===== config.mk =====
export PLATFORM = sky130hd
export DESIGN_NAME = alarm_ctrl
export DESIGN_NICKNAME = d
export VERILOG_FILES = /design/src/rtl/clock_pkg.sv /design/src/rtl/btn_sync.sv /design/src/rtl/alarm_ctrl.sv
export SDC_FILE = /design/constraint.sdc
export NUM_CORES = 1
export LEC_CHECK = 0
export ABC_AREA = 1
export CAP_MARGIN = 10
export CORE_UTILIZATION = 62
export CTS_CLUSTER_SIZE = 40
export DETAILED_ROUTE_END_ITERATION = 12
export PLACE_DENSITY_LB_ADDON = 0.1
export SLEW_MARGIN = 20
export SYNTH_ARGS = -nofsm -noshare
export SYNTH_HDL_FRONTEND = slang
export SYNTH_SLANG_ARGS = --single-unit
export TNS_END_PERCENT = 50

===== constraint.sdc =====
create_clock -name clk -period 4.7 [get_ports clk]
set_input_delay 0.705 -clock clk [delete_from_list [all_inputs] [get_ports clk]]
set_output_delay 0.705 -clock clk [all_outputs]
set_load 0.03 [all_outputs]

===== src/rtl/clock_pkg.sv =====
// Shared types and default timing constants for the alarm controller.
// Mode and ring state encodings live here so datapath and tests agree.
package clock_pkg;

  localparam int SNOOZE_SEC_DEF = 300;
  localparam int RING_SEC_DEF   = 60;

  typedef enum logic [2:0] {
    M_RUN  = 3'd0,
    M_TMIN = 3'd1,
    M_THRS = 3'd2,
    M_TDAY = 3'd3,
    M_AMIN = 3'd4,
    M_AHRS = 3'd5
  } mode_t;

  typedef enum logic [1:0] {
    R_IDLE   = 2'd0,
    R_RING   = 2'd1,
    R_SNOOZE = 2'd2
  } ring_t;

endpackage


===== src/rtl/btn_sync.sv =====
// Button synchronizer and rising-edge detector.
// Ports: clk, rst (async active-low), raw level in, press 1-cycle pulse out.
module btn_sync (
  input  logic clk,
  input  logic rst,
  input  logic raw,
  output logic press
);

  logic s1_q, s2_q, prev_q;

  // Reset high so a button held through reset gives no edge.
  always_ff @(posedge clk or negedge rst) begin
    if (!rst) begin
      s1_q   <= 1'b1;
      s2_q   <= 1'b1;
      prev_q <= 1'b1;
    end else begin
      s1_q   <= raw;
      s2_q   <= s1_q;
      prev_q <= s2_q;
    end
  end

  assign press = s2_q & ~prev_q;

endmodule


===== src/rtl/alarm_ctrl.sv =====
// Alarm clock control: mode/set FSM, advance pulses, ring/snooze FSM.
// Ports: clk, rst, tick, buttons, alarm_on, match in; set levels,
// advance pulses, buzz and mode encoding out.
module alarm_ctrl
  import clock_pkg::*;
#(
  parameter int SNOOZE_SEC = SNOOZE_SEC_DEF,
  parameter int RING_SEC   = RING_SEC_DEF
) (
  input  logic       clk,
  input  logic       rst,
  input  logic       tick,
  input  logic       mode_btn,
  input  logic       adv_btn,
  input  logic       snooze_btn,
  input  logic       alarm_on,
  input  logic       match,
  output logic       timeset,
  output logic       alarmset,
  output logic       minadv,
  output logic       hrsadv,
  output logic       dayadv,
  output logic       buzz,
  output logic [2:0] mode
);

  localparam int CMAX = (SNOOZE_SEC > RING_SEC) ? SNOOZE_SEC : RING_SEC;
  localparam int CW   = $clog2(CMAX + 1);
  localparam logic [CW-1:0] RING_LIM = CW'(RING_SEC);
  localparam logic [CW-1:0] SNZ_LD   = CW'(SNOOZE_SEC);

  logic mode_p, adv_p, snz_p;

  btn_sync u_mode (.clk(clk), .rst(rst), .raw(mode_btn),   .press(mode_p));
  btn_sync u_adv  (.clk(clk), .rst(rst), .raw(adv_btn),    .press(adv_p));
  btn_sync u_snz  (.clk(clk), .rst(rst), .raw(snooze_btn), .press(snz_p));

  mode_t         mode_q, mode_d;
  ring_t         ring_q, ring_d;
  logic [CW-1:0] rcnt_q, rcnt_d;
  logic [CW-1:0] scnt_q, scnt_d;
  logic          match_q;
  logic          ts_q, ts_d, as_q, as_d;
  logic          min_q, min_d, hrs_q, hrs_d, day_q, day_d;

  logic          dismiss, step, adv_ok;
  logic [CW-1:0] rcnt_nx;

  // A mode press while the alarm is active only silences it.
  assign dismiss = mode_p & (ring_q != R_IDLE);
  assign step    = mode_p & ~dismiss;
  assign adv_ok  = adv_p & ~mode_p;
  assign rcnt_nx = rcnt_q + CW'(1);

  always_ff @(posedge clk or negedge rst) begin
    if (!rst) begin
      mode_q  <= M_RUN;
      ring_q  <= R_IDLE;
      rcnt_q  <= '0;
      scnt_q  <= '0;
      match_q <= 1'b1;
      ts_q    <= 1'b0;
      as_q    <= 1'b0;
      min_q   <= 1'b0;
      hrs_q   <= 1'b0;
      day_q   <= 1'b0;
    end else begin
      mode_q  <= mode_d;
      ring_q  <= ring_d;
      rcnt_q  <= rcnt_d;
      scnt_q  <= scnt_d;
      match_q <= match;
      ts_q    <= ts_d;
      as_q    <= as_d;
      min_q   <= min_d;
      hrs_q   <= hrs_d;
      day_q   <= day_d;
    end
  end

  always_comb begin
    mode_d = mode_q;
    unique case (mode_q)
      M_RUN:   if (step) mode_d = M_TMIN;
      M_TMIN:  if (step) mode_d = M_THRS;
      M_THRS:  if (step) mode_d = M_TDAY;
      M_TDAY:  if (step) mode_d = M_AMIN;
      M_AMIN:  if (step) mode_d = M_AHRS;
      M_AHRS:  if (step) mode_d = M_RUN;
      default: mode_d = M_RUN;
    endcase
  end

  // Levels follow the next state so they line up with mode_q.
  always_comb begin
    ts_d  = (mode_d == M_TMIN) | (mode_d == M_THRS) | (mode_d == M_TDAY);
    as_d  = (mode_d == M_AMIN) | (mode_d == M_AHRS);
    min_d = adv_ok & ((mode_q == M_TMIN) | (mode_q == M_AMIN));
    hrs_d = adv_ok & ((mode_q == M_THRS) | (mode_q == M_AHRS));
    day_d = adv_ok & (mode_q == M_TDAY);
  end

  always_comb begin
    ring_d = ring_q;
    rcnt_d = rcnt_q;
    scnt_d = scnt_q;
    if (!alarm_on) begin
      ring_d = R_IDLE;
      rcnt_d = '0;
      scnt_d = '0;
    end else begin
      unique case (ring_q)
        R_IDLE: begin
          if (match && !match_q && mode_q == M_RUN) begin
            ring_d = R_RING;
            rcnt_d = '0;
          end
        end
        R_RING: begin
          if (mode_p) begin
            ring_d = R_IDLE;
          end else if (snz_p) begin
            ring_d = R_SNOOZE;
            scnt_d = SNZ_LD;
          end else if (tick && rcnt_q != RING_LIM) begin
            rcnt_d = rcnt_nx;
            if (rcnt_nx == RING_LIM) ring_d = R_IDLE;
          end
        end
        R_SNOOZE: begin
          if (mode_p) begin
            ring_d = R_IDLE;
          end else if (tick) begin
            if (scnt_q <= CW'(1)) begin
              ring_d = R_RING;
              rcnt_d = '0;
              scnt_d = '0;
            end else begin
              scnt_d = scnt_q - CW'(1);
            end
          end
        end
        default: ring_d = R_IDLE;
      endcase
    end
  end

  assign timeset  = ts_q;
  assign alarmset = as_q;
  assign minadv   = min_q;
  assign hrsadv   = hrs_q;
  assign dayadv   = day_q;
  assign buzz     = (ring_q == R_RING);
  assign mode     = mode_q;

endmodule

### Word-level counts from Yosys, hierarchy flattened

Cells that the tools add are included.

| cells by class | value |
|---|---|
| $add $sub $neg | 2 |
| $mul | 0 |
| divide/modulo/power cells | 0 |
| magnitude comparators | 1 |
| eq/ne operators | 28 |
| shift-type cells | 0 |
| mux-type cells | 33 |
| bitwise operators | 19 |
| reductions and logical operators | 10 |

Operators by type and width:

| kind | count |
|---|---|
| $mux W9 | 14 |
| $pmux W9 S3 | 1 |
| $mux W2 | 9 |
| $mux W3 | 6 |
| $ne A3 B3 Y1 const B | 6 |
| $pmux W3 S6 | 1 |
| $pmux W9 S2 | 1 |
| $eq A3 B2 Y1 const B | 4 |
| $eq A3 B3 Y1 const B | 4 |
| $ne A5 B2 Y1 const B | 2 |
| $reduce_and A5 Y1 | 2 |
| $add A9 B1 Y9 const B | 1 |
| $and A1 B1 Y1 | 9 |
| $eq A9 B6 Y1 const B | 1 |
| $le A9 B1 Y1 const B | 1 |
| $ne A9 B6 Y1 const B | 1 |
| $sub A9 B1 Y9 const B | 1 |
| $ne A4 B4 Y1 const B | 2 |
| $reduce_and A8 Y1 | 1 |
| $eq A3 B1 Y1 const B | 2 |
| $ne A3 B2 Y1 const B | 2 |
| $pmux W2 S3 | 1 |
| $not A1 Y1 | 5 |
| $or A1 B1 Y1 | 5 |
| other kinds (9) | 11 |

| word-level totals | value |
|---|---|
| register bits | 38 |
| latch bits | 0 |
| bits in writable memories | 0 |
| ROM bits | 0 |
| output and inout bits | 9 |
| word-level logic and storage cells | 112 |
| memories | 0 |

### Logic depth before layout (Yosys ltp)

Gate-level depths: netlist of the first run.

| logic depth | value |
|---|---|
| word-level depth | 10 |
| mapped depth | 14 |
| depth with buffers taken out | 14 |

### Hierarchy

From an unflattened synthesis of the first run, not the netlist that was laid out.

| second synthesis, totals | value |
|---|---|
| cell total of the unflattened synthesis | 265 |
| area total of the unflattened synthesis | 2089.5 um2 |

Modules (own cells, without submodules):

| module | times used | cells an instance | area each (um2) | seq. area each (um2) |
|---|---|---|---|---|
| alarm_ctrl | 1 | 250 | 1823.0 | 726.9 |
| btn_sync | 3 | 5 | 88.8 | 78.8 |

### Least setup slack after synthesis of the first run

Ideal clock, no wire load.

| timing | value |
|---|---|
| path type | input to register |
| start point | input alarm_on |
| end point | register rcnt_q[2] |
| arrival time | 1.505 ns |
| data required time | 4.582 ns |
| path slack | 3.077 ns |
| stages | 8 |
| cell sequence | buf_4 -> nand2_1 -> nor2_2 -> inv_2 -> nand4_4 -> buf_6 -> nand2_2 -> o21ai_2 |

| on the way | value |
|---|---|
| longest elaborated chain between the ends | 2 |

RTL lines:

| item | RTL line | text |
|---|---|---|
| start: declaration | alarm_ctrl.sv:16 | `input logic alarm_on,` |
| $ne A4 B1 Y1 (no source line), or another cell as far along | -- |  |
| $reduce_and A8 Y1 (no source line) | -- |  |
| end signal: assignment | alarm_ctrl.sv:70 | `rcnt_q <= rcnt_d;` |
| end: declaration | alarm_ctrl.sv:40 | `logic [CW-1:0] rcnt_q, rcnt_d;` |

Parallel ways exist; a longest one is shown, timed or not.
A chain may end at the register's enable or synchronous reset.

### Final worst setup path of the first run

| timing | value |
|---|---|
| start point | register ring_q[0] |
| end point | output buzz |

| on the way | value |
|---|---|
| longest elaborated chain between the ends | 1 |

RTL lines:

| item | RTL line | text |
|---|---|---|
| start: declaration | alarm_ctrl.sv:39 | `ring_t ring_q, ring_d;` |
| start signal: assignment | alarm_ctrl.sv:69 | `ring_q <= ring_d;` |
| $eq A2 B1 Y1 | alarm_ctrl.sv:153 | `assign buzz = (ring_q == R_RING);` |
| end: declaration | alarm_ctrl.sv:23 | `output logic buzz,` |

Every way passes these cells.

==> results.md, run 1 <==
- Outcome: completed
- Commonest cells post-synth: 66 x nand2_1, 30 x inv_1, 28 x dfrtp_1, 28 x nor2_1
- Post-synth ARST share: 1.00
- First-pass GRT wire length: 6090 um
- Flops & latches, synth: 38
- Synth unique cells: 34
- Critical path buffers and inverters: 2
- Detail Placement HPWL: 2590 um
- Total Die Area: 0.00359 sq mm
- Core ar.: 0.00313 sq mm
- Unrepaired setup endpoints after global routing: false
- Vias after detailed routing: 1,618
- Clock transition at path regs: 0.10 ns
- LEAKAGE: 0.00109 uW
- Routed vias/inst: 5.10
- Clock Path Buffers: 2
- Initial cell density of the core: 0.665
- RD Place Congestion: 0.822
- Nets: 285
- Routed Antenna Nets: 0
- Max frequency: 415 MHz
- Clock power frac: 0.184
- Pin count of the biggest net entering global routing: 39
- Clk root buf: clkbuf_4
- HP Start: u_snz.s1_q
- CP startpoint kind: flip-flop
- Synth area leaders: dfrtp_1 34%, dfstp_2 13%, nand2_1 12%
- Gate Count Post-Synth: 251
- Initial antenna violation count: 0
- CP required: 3.99 ns
- Fillcell total: 237
- Setup TNS: 0 ns
- Yosys top cell area share: 0.337
- Worst-skew pair later-pin latency: 0.35 ns
- Post-synth EDFFs: 0
- Global route total overflow: 0
- Critical path arrival: 1.71 ns
- Final hold viol count: 0
- Overall routing resource usage: 0.228
- Post CTS Setup Buffer Count: 0
- Total routed wirelength: 3480 um
- CP max FO: 5
- Switch Pwr: 387 uW
- Flop pwr share: 0.442
- Crit path from: ring_q[0]
- # placed instances: 309
- Fin crit share: 0.513
- CTS tree: built
- Per-cell routed wire length: 11.0 um
- Switch share: 0.400
- FP Rows: 20
- Largest stage delay, worst path: 0.69 ns
- Area grow syn2layout: 12.2%
- Slowest CP cell: clkdlybuf4s50_1
- Share of layout cells above drive strength 1: 0.198
- Number of H-tree levels: 2
- Slew Viols, Final: 0
- Cts hold-fix bufs: 0
- Post-route insts no fill: 317
- Multi-input combinational cell area: 966 sq um
- Family with the most delay on the worst path: buffers and inverters
- CTS sink cnt: 38
- Synth area leader: dfrtp_1
- Average size of a mapped cell: 8.28 sq um
- Sequential cell area: 963 sq um
- CTS resizes: 0
- Post-synth top flop: dfrtp_1
- Worst setup EP type: output pin
- Max-Cap Viols: 0
- Post-Syn Area: 0.00208 sq mm
- Min-Delay Path Class: flip-flop to flip-flop
- Tmin final: 2.41 ns
- Die X: 59.9 um
- DR pass1 iterations: 4
- Power per cell area: 415 mW/mm^2
- Critical Path, Cell by Cell: inv_1 > nor2_2 > clkdlybuf4s50_1
- Clock Skew: 0.0156 ns
- Seq/Total Area, Yosys: 0.463
- Post-synthesis net count: 264
- DRC violations left: 0
- PortBufs: 16
- Ant diodes: 0
- Worst VDD drop: 336 uV
- Max_slew headroom: 0.471
- Die H: 59.9 um
- Kind of critical path: flip-flop to output pin
- Final setup fails: 0
- Vias in the first global route: 1,474
- Worst reg2reg startpoint: rcnt_q[0]
- Most frequent cell after synthesis: nand2_1
- Pint: 581 uW
- Combinational fraction of design power: 0.374
- Initial DRC Count: 68
- # IOs: 17
- Worst-Margin Slew: 0.793 ns
- Yosys warnings: 0
- CTS buffer count: 5
[registers in the layout, summed over array words and instances, names as in the netlist]
name           count
u_snz.s2_q         1
alarmset           1
timeset            1
match_q            1
u_adv.s1_q         1
u_adv.s2_q         1
u_snz.s1_q         1
ring_q             2
dayadv             1
u_adv.prev_q       1
minadv             1
rcnt_q             9
scnt_q             9
u_mode.s1_q        1
hrsadv             1
u_mode.s2_q        1
u_mode.prev_q      1
mode               3
u_snz.prev_q       1
[layout make-up]
cell class / instances / share of cell area
Sequential cell: 38 / 0.413
Clock buffer: 6 / 0.0220
Timing Repair Buffer: 16 / 0.0665
Clock inverter: 2 / 0.00483
Multi-Input combinational cell: 176 / 0.414
Inverter: 35 / 0.0563
Tap cell: 44 / 0.0236
[metrics by stage]
stage / hold slack (ns) / worst slack (ns) / total power, uW / instance area, sq um / util
detailed placement: 0.349 / 2.35 / 795 / 2270 / 0.726
CTS: 0.368 / 2.27 / 973 / 2330 / 0.746
floorplan: 0.345 / 3.08 / 691 / 2080 / -
global placement: 0.346 / 2.37 / 787 / 2270 / 0.726
finish: 0.364 / 2.29 / 968 / 2330 / 0.746
global route: 0.369 / 2.22 / 1030 / 2330 / 0.746
[layout by cell type, fill, tap and decap left out, types with 2 or more instances in the layout]
cell type,count
a21boi_0,2
a21oi_1,8
clkbuf_4,5
clkdlybuf4s50_1,15
dfrtp_1,28
dfstp_2,10
ha_1,5
inv_1,30
inv_2,4
nand2_1,66
nand2_2,3
nand3_1,10
nand3_2,6
nand3b_1,4
nor2_1,28
nor2_2,8
nor3_1,3
o21ai_0,3
o21ai_1,3
o21ai_2,9
o22ai_1,3
xor2_1,4
[final timing paths]
check                              to  slack (ns)  cells past startpoint
max                              buzz        2.29                      3
max reg2reg                 rcnt_q[4]        2.94                     10
min                        u_snz.s2_q        0.36                      0
min in group asynchronous   rcnt_q[3]        0.43                      1
max in group asynchronous   ring_q[0]        3.75                      1
min reg2reg                u_snz.s2_q        0.36                      0
[per-layer routing]
metal  track usage  share of wire  wire (um)  up-vias
li1              -              -          -      840
met1         0.309           0.49       1690      742
met2         0.360           0.47       1620       29
met3        0.0455          0.034        117        7
met4        0.0864          0.013         46        0
met5             0              0          0        -
[worst register-to-register path: stages (launching register included)]
cell	delay (ns)
dfrtp_1	0.43
inv_1	0.11
ha_1	0.21
inv_1	0.07
nor2_1	0.05
nand3_2	0.09
nand4_2	0.08
nand3_2	0.09
nand4_4	0.28
nand2_1	0.19
o21ai_2	0.06
[power by group through the flow]
stage	Clock [uW]	Combinational [uW]	Sequential, uW
detailed placement	0	362	433
global route	191	405	436
finish	178	362	428
CTS	181	363	428
global placement	0	356	431
floorplan	0	223	468
[cell families after synthesis]
| logic type | after synthesis | synth area share |
|---|---|---|
| buffers and inverters | 37 | 0.0722 |
| AOI/OAI and AO/OA | 31 | 0.0993 |
| DFF | 38 | 0.463 |
| xor gates and xnor gates | 5 | 0.0211 |
| adders and majority gates | 5 | 0.0301 |
| and+or+nand+nor | 135 | 0.314 |
Note: power is estimated with default switching activity, not from simulation.
==> run 2, diff against run 1 <==
CORE_UTILIZATION = 57   (was 62)
clock period = 2.4 ns   (was 4.7 ns; I/O delays follow)
==> run 2 against run 1 <==
Worst setup slack got worse by 2.0 ns. Cell count rose by 0.63%. Core utilization down 5.1 points. Clock skew is 0.00082 ns lower. Cell area increased by 1.8%. Critical path depth unchanged. Flip-flop and latch count is the same. First-iteration DRC count grew 90%. Via count is essentially flat. Sequential share of layout area decreased by 0.72 points. Global-route usage grew 0.95 points.
==> results.md, run 2 (same netlist as run 1, synthesis figures left out) <==
- Vias after detailed routing: 1,619 (+0.062%)
- Tmin final: 2.07 ns
- Critical path arrival: 1.71 ns (about the same)
- Critical path buffers and inverters: 2 (unchanged)
- Final setup fails: 0 (unchanged)
- Reg2Reg Capture Point: rcnt_q[5]
- CTS sink cnt: 38 (unchanged)
- # IOs: 17 (unchanged)
- Max_slew headroom: 0.464 (-0.00739)
- DRC violations left: 0 (unchanged)
- LEAKAGE: 0.00110 uW (+1.5%)
- Global route total overflow: 0 (unchanged)
- Max-Cap Viols: 0 (unchanged)
- Pin count of the biggest net entering global routing: 39 (unchanged)
- Vias in the first global route: 1,647 (+12%)
- Critical Path, Cell by Cell: inv_1 > nor2_2 > clkdlybuf4s50_1
- Worst setup path endpoint: buzz
- CTS tree: built
- Commonest cells after routing, fill and taps aside: 66 x nand2_1, 30 x inv_1, 28 x nor2_1, 28 x dfrtp_1, 15 x clkdlybuf4s50_1
- Routed Antenna Nets: 0 (unchanged)
- Combinational fraction of design power: 0.351 (-0.023)
- Routed vias/inst: 5.08 (-0.57%)
- DR pass1 iterations: 4 (unchanged)
- Setup TNS: 0 ns (unchanged)
- Largest stage delay, worst path: 0.69 ns (about the same)
- Total routed wirelength: 3780 um (+8.6%)
- Switch share: 0.379 (-0.0215)
- Clock power frac: 0.237 (+0.053)
- Die X: 62.4 um (+4.1%)
- Setup WS post-layout: 0.329 ns (-1.96 ns)
- Fillcell total: 290 (+22%)
- Commonest non-fill, non-tap cell in the layout: nand2_1
- Worst reg2reg startpoint: rcnt_q[0]
- Outcome: completed
- Total Die Area: 0.00389 sq mm (+8.5%)
- CTS resizes: 0 (unchanged)
- Worst-case reg-to-reg path depth: 10 (unchanged)
- Reg2Reg Setup Slack: 0.65 ns (-2.29 ns)
- Ant diodes: 0 (unchanged)
- Clock Path Buffers: 2 (unchanged)
- Clk root buf: clkbuf_4
- Initial cell density of the core: 0.609 (-0.0560)
- Worst hold slack: 0.0846 ns (-0.279 ns)
- Clock transition at path regs: 0.12 ns (+0.02 ns)
- Pre-CTS WS: 0.386 ns (-1.96 ns)
- Worst VDD drop: 663 uV (+97%)
- Core ar.: 0.00342 sq mm (+9.2%)
- CP Depth: 3 (unchanged)
- Flop pwr share: 0.411 (-0.031)
- Nets: 285 (unchanged)
- RD Place Congestion: 0.781 (-5.0%)
- Detail Placement HPWL: 2780 um (+7.3%)
- Slew Viols, Final: 0 (unchanged)
- CP startpoint kind: flip-flop
- Max frequency: 483 MHz
- Unrepaired setup endpoints after global routing: false
- Family with the most delay on the worst path: buffers and inverters
- Per-cell routed wire length: 11.8 um (+7.9%)
- Power per cell area: 857 mW/mm^2 (+110%)
- Initial antenna violation count: 0 (unchanged)
- CP max FO: 5 (unchanged)
- Area grow syn2layout: 14.2%
- Slowest CP cell: clkdlybuf4s50_1
- Number of H-tree levels: 2 (unchanged)
- Min-Delay Path Class: input pin to async pin
- First-pass GRT wire length: 7320 um (+20%)
- Clock Skew: 0.0147 ns (-0.000824 ns)
- Final hold viol count: 0 (unchanged)
- CP required: 2.04 ns (-1.95 ns)
- Initial DRC Count: 129 (+90%)
- Worst-skew pair later-pin latency: 0.34 ns (about the same)
- Pint: 1270 uW (+120%)
- Die H: 62.4 um (+4.1%)
- Worst-Margin Slew: 0.804 ns (+0.0111 ns)
- Crit path from: ring_q[0]
- Post CTS Setup Buffer Count: 0 (unchanged)
- Share of layout cells above drive strength 1: 0.198 (unchanged)
- Design Power: 2040 uW (+110%)
- Switch Pwr: 771 uW (+99%)
- Kind of critical path: flip-flop to output pin
- Overall routing resource usage: 0.237 (+0.00953)
- PortBufs: 16 (unchanged)
- Cts hold-fix bufs: 0 (unchanged)
- FP Rows: 21 (+5.0%)
- CTS buffer count: 5 (unchanged)
- Worst setup EP type: output pin
- Fin crit share: 0.863
==> run 2: changes by cell type in the layout (fill, tap and decap cells not counted), sizes merged <==
cell / change
clkinv: -1
inv: -1
clkbuf: +2
==> run 2: power groups by stage <==
stage / sequential (uW) / clock, uW / combinational, uW
after floorplan: 917 / 0 / 437
after global placement: 845 / 0 / 701
after detailed placement: 849 / 0 / 714
after CTS: 838 / 498 / 720
after global routing: 853 / 530 / 801
final: 837 / 483 / 715
==> run 2: layout make-up <==
class	count	area, sq um	area share
inverter	35	131	0.0553
multi-input combinational	176	966	0.407
clock buffer	8	101	0.0427
tap	46	57.6	0.0242
sequential	38	963	0.406
timing repair buffer	16	155	0.0653
==> run 2: worst min path at each step <==
| stage | start | to | cells past startpoint |
|---|---|---|---|
| 2_1_floorplan | rst | alarmset | 0 |
| 5_1_grt | rst | rcnt_q[3] | 1 |
| 3_3_place_gp | u_mode.s1_q | u_mode.s2_q | 0 |
| 6_report | rst | rcnt_q[5] | 1 |
| 3_5_place_dp | u_snz.s1_q | u_snz.s2_q | 0 |
| 4_1_cts | rst | rcnt_q[5] | 1 |
==> run 2: stage by stage <==
| step | cells | cell area, sq um | utilization |
|---|---|---|---|
| global route | 319 | 2370 | 0.695 |
| detailed placement | 311 | 2270 | 0.666 |
| floorplan | 251 | 2080 | - |
| finish | 319 | 2370 | 0.695 |
| global placement | 311 | 2270 | 0.666 |
| CTS | 319 | 2370 | 0.695 |
==> run 2: worst register-to-register path: cells and delay by family (launching register included) <==
kind                     cells  cell delay [ns]
AO/OA/AOI/OAI                1             0.07
flip-flops                   1             0.43
adder cells (fa/ha/maj)      1             0.21
buffers and inverters        2             0.18
AND/OR/NAND/NOR              6             0.80
==> run 2: routing by layer <==
layer  track usage  routed length [um]  vias up  part of all wire
li1              -                   -      839                 -
met1         0.326                1820      748              0.48
met2         0.360                1780       28              0.47
met3        0.0529                 127        4             0.034
met4         0.105                  51        0             0.013
met5             0                   0        -                 0
==> run 3, diff against run 2 <==
SKIP_LAST_GASP = 1   (was default)
==> results of run 3 <==
The final DEF is identical to that of run 2; final timing and power are the same.
